File: config.mk
export PLATFORM = sky130hd
export DESIGN_NAME = async_rr_arbiter
export DESIGN_NICKNAME = d
export VERILOG_FILES = /design/src/rtl/async_rr_arbiter.sv
export SDC_FILE = /design/constraint.sdc
export NUM_CORES = 1
export LEC_CHECK = 0
export ABC_CLOCK_PERIOD_IN_PS = 9100
export CAP_MARGIN = 5
export CORE_ASPECT_RATIO = 0.9
export CORE_MARGIN = 5
export CORE_UTILIZATION = 30
export DETAILED_ROUTE_END_ITERATION = 8
export PLACE_DENSITY = 0.54
export SETUP_SLACK_MARGIN = 0.3
export SYNTH_ARGS = -nofsm -noshare
export SYNTH_HDL_FRONTEND = slang
export SYNTH_SLANG_ARGS = --single-unit
File: constraint.sdc
create_clock -name clk -period 9.1 [get_ports clk]
set_input_delay 0.91 -clock clk [delete_from_list [all_inputs] [get_ports clk]]
set_output_delay 0.91 -clock clk [all_outputs]
set_load 0.1 [all_outputs]
File: src/rtl/async_rr_arbiter.sv
// Round-robin mutual-exclusion arbiter with per-bit request synchronisers.
// Owners hold the grant until they drop their request; the search then resumes after the last owner.
module async_rr_arbiter #(
  parameter int REQUESTORS  = 8,
  parameter int SYNC_STAGES = 2
) (
  input  logic                  clk,
  input  logic                  rst,
  input  logic [REQUESTORS-1:0] request,
  output logic [REQUESTORS-1:0] grant
);

  localparam int LAST_W = $clog2(REQUESTORS);
  localparam logic [LAST_W-1:0] LAST_RST = LAST_W'(REQUESTORS - 1);

  logic [REQUESTORS-1:0] req_s;

  generate
    if (SYNC_STAGES == 0) begin : g_nosync
      assign req_s = request;
    end else begin : g_sync
      logic [REQUESTORS-1:0] sync_q [SYNC_STAGES];
      logic [REQUESTORS-1:0] sync_d [SYNC_STAGES];

      always_comb begin
        sync_d[0] = request;
        for (int s = 1; s < SYNC_STAGES; s++) begin
          sync_d[s] = sync_q[s-1];
        end
      end

      always_ff @(posedge clk) begin
        for (int s = 0; s < SYNC_STAGES; s++) begin
          if (rst) sync_q[s] <= '0;
          else     sync_q[s] <= sync_d[s];
        end
      end

      assign req_s = sync_q[SYNC_STAGES-1];
    end
  endgenerate

  logic [REQUESTORS-1:0] grant_q, grant_d;
  logic [LAST_W-1:0]     last_q, last_d;
  logic                  hold;
  logic                  found;
  int                    idx;

  // Arbitration: the holder keeps the grant while its synchronised request stays high.
  always_comb begin
    grant_d = grant_q;
    last_d  = last_q;
    found   = 1'b0;
    idx     = 0;
    hold    = |(grant_q & req_s);
    if (!hold) begin
      grant_d = '0;
      // Starting at last+1 makes the previous owner the final candidate.
      for (int off = 1; off <= REQUESTORS; off++) begin
        idx = (int'(last_q) + off) % REQUESTORS;
        if (!found && req_s[idx]) begin
          found        = 1'b1;
          grant_d[idx] = 1'b1;
          last_d       = LAST_W'(idx);
        end
      end
    end
  end

  always_ff @(posedge clk) begin
    if (rst) begin
      grant_q <= '0;
      last_q  <= LAST_RST;
    end else begin
      grant_q <= grant_d;
      last_q  <= last_d;
    end
  end

  assign grant = grant_q;

endmodule

==> results_dict.tcl <==
set metrics [dict create \
    status "complete, no violations" \
    core_um2 7150 \
    area_growth_syn_to_layout_pct 12.0 \
    worstSetupPathType "reg2reg" \
    io_pins 18 \
    cts.sinks 27 \
    finalCoreUtilization 0.349 \
    fillers 742 \
    maxSlewHeadroom 0.343 \
    endpoint_kind "flip-flop" \
    cts_buffers 3 \
    setup_slack_ps 5030 \
    p_int_w 0.000393 \
    post_cts_buffers 0 \
    finalWirelength_um 6700 \
    cts_tree "done" \
    grt_pass1_wl_um 11200 \
    io_buffers 17 \
    hp-class "reg2reg" \
    synth_nets 263 \
    initial_core_util 0.311 \
    finalSetupViolations 0 \
    worst_pin_slew_ps 983 \
    clk_pin_slew_worst_paths_ps 110 \
    cts_root_buffer "clkbuf_8" \
    synth-seq-cells 27 \
    drive_gt1_frac 0.129 \
    synth_top_cell_by_area "dfxtp_1" \
    cts.repair.resized 0 \
    switching_share 0.555 \
    ys_async_sr_fraction 0 \
    clock_path_buffers 2 \
    mostFrequentLayoutCells "dfxtp_1, nand2_1, nor2b_1" \
    design_area_um2 2490 \
    ant_nets 0 \
    grt_max_degree 40 \
    postSynthCellCount 247 \
    layout.nets 272 \
    viasPerCell 6.16 \
    cp.arrival_ps 4270 \
    htreeDepth 1 \
    yosysUniqueCellTypes 57 \
    drtIter0Drc 253 \
    die_w_um 101 \
    maxCapViolations 0 \
    power.density_nw_per_um2 354 \
    p_sw_w 0.000490 \
    p_seq_frac 0.187 \
    cp.required_ps 9300 \
    ys_warn_count 0 \
    max_freq_mhz 246 \
    synth_edf_count 0 \
    vias 2143 \
    slew_violations 0 \
    ctsHoldBuffers 0 \
    synth_top_area_share 0.243 \
    grt_util_all_layers 0.151 \
    clkPwrFrac 0.087 \
    leakagePower_nw 0.911 \
    final_common_cell "dfxtp_1" \
    gp_congestion 0.962 \
    grt_overflow 0 \
    die_y_um 91.7 \
    antenna_cells 0 \
    power_frac_comb 0.726 \
    netlist_area_um2 2230 \
    fp-row-count 29 \
    drc 0 \
    rsz0062_at_grt "false" \
    dr.pass1.iters 5 \
    place_area_um2 2440 \
    ir_drop_v 0.000280 \
    antenna_found_initial 1 \
    fin_skew_ps 12.1 \
    avgRoutedWirePerCell_um 19.2 \
    yosys-top-cells-area "dfxtp_1, mux4_2, nor2b_1" \
    min_period_ps 4070 \
    final-hold-violation-count 0 \
    period_share 0.447 \
    syn_area_per_cell_um2 9.01 \
    ys.flop_type "dfxtp_1" \
    insertion_delay_ps 290 \
    ys_seq_area_frac 0.243 \
    worst-path-max-fanout 39 \
    pre_cts_slack_ps 5160 \
    die_area_um2 9240 \
    grt_pass1_vias 2086 \
    hpwl_um 4850 \
    tns_ps 0 \
    start_kind "flip-flop" \
]
==> synth_stat cells (2+ instances only) <==
cell type / n
a211oi_1: 4
a21oi_1: 14
a22oi_1: 4
a311oi_1: 6
a31oi_1: 4
a32oi_1: 3
a41o_1: 2
and4_1: 2
buf_2: 2
buf_6: 4
clkbuf_1: 10
dfxtp_1: 27
ha_1: 6
inv_1: 5
mux2_2: 8
mux2i_1: 10
mux2i_4: 2
mux4_1: 2
mux4_2: 7
nand2_1: 21
nand2b_1: 3
nand3_1: 7
nand4_1: 4
nor2_1: 18
nor2b_1: 20
nor3_1: 5
o21ai_0: 8
o221a_2: 2
o221ai_1: 8
o32ai_1: 2
==> state kept, by name, indices dropped and copies added (netlist names) <==
register       flops
g_sync.sync_q     16
grant              8
last_q             3
==> through the flow <==
| step | power [W] | hold WS (ps) | cells |
|---|---|---|---|
| after floorplan | 0.000673 | 414 | 247 |
| after global placement | 0.000800 | 421 | 344 |
| after detailed placement | 0.000794 | 425 | 344 |
| after CTS | 0.000874 | 450 | 348 |
| after global routing | 0.000939 | 469 | 348 |
| final | 0.000883 | 447 | 348 |
==> power by group through the flow <==
stage / Combinational [W] / Clock [W] / Sequential, W
4_1_cts: 0.000629 / 0.0000792 / 0.000166
3_3_place_gp: 0.000631 / 0 / 0.000169
5_1_grt: 0.000687 / 0.0000833 / 0.000169
2_1_floorplan: 0.000415 / 0 / 0.000258
6_report: 0.000641 / 0.0000769 / 0.000165
3_5_place_dp: 0.000626 / 0 / 0.000168
==> worst max-delay path, cell delays in order (launching register included) <==
cell and delay [ps]:
dfxtp_1 320, buf_4 390, clkinv_1 430, ha_1 790, mux4_2 460, mux2i_4 360, nand4_4 320, nor2_1 430
a311oi_1 160, a311oi_1 320
==> routing by layer <==
layer | GRT usage | routed length [um] | vias to the layer above
li1 | - | - | 975
met1 | 0.217 | 3100 | 1006
met2 | 0.212 | 2770 | 129
met3 | 0.0440 | 592 | 31
met4 | 0.0539 | 216 | 2
met5 | 0 | 13 | -
==> worst paths after layout <==
| path | start | to | slack, ps | cells past startpoint |
|---|---|---|---|---|
| max | last_q[0]$_SDFFE_PP1P_ | grant[5]$_SDFFE_PP0N_ | 5030 | 9 |
| min | g_sync.sync_q[0][0]$_SDFF_PP0_ | g_sync.sync_q[1][0]$_SDFF_PP0_ | 450 | 1 |
| max reg2reg | last_q[0]$_SDFFE_PP1P_ | grant[5]$_SDFFE_PP0N_ | 5030 | 9 |
| min reg2reg | g_sync.sync_q[0][0]$_SDFF_PP0_ | g_sync.sync_q[1][0]$_SDFF_PP0_ | 450 | 1 |
==> kinds of logic after synthesis <==
family,count (synthesis),synth area share
buffers and inverters,22,0.0517
adder cells (fa/ha/maj),6,0.0337
multiplexers,30,0.206
AND/OR/NAND/NOR,91,0.230
AO/OA/AOI/OAI,69,0.227
XOR/XNOR,2,0.00787
flip-flops,27,0.243
==> final cells by class <==
| cell class | instances | area, um2 | area share |
|---|---|---|---|
| inverters | 6 | 22.5 | 0.00904 |
| flip-flops and latches | 27 | 541 | 0.217 |
| clock inverters | 1 | 8.76 | 0.00351 |
| multi-input cells | 198 | 1570 | 0.630 |
| well taps | 93 | 116 | 0.0467 |
| clock buffers | 3 | 41.3 | 0.0166 |
| repair buffers | 20 | 193 | 0.0773 |
Note: power is estimated with default switching activity, not from simulation.
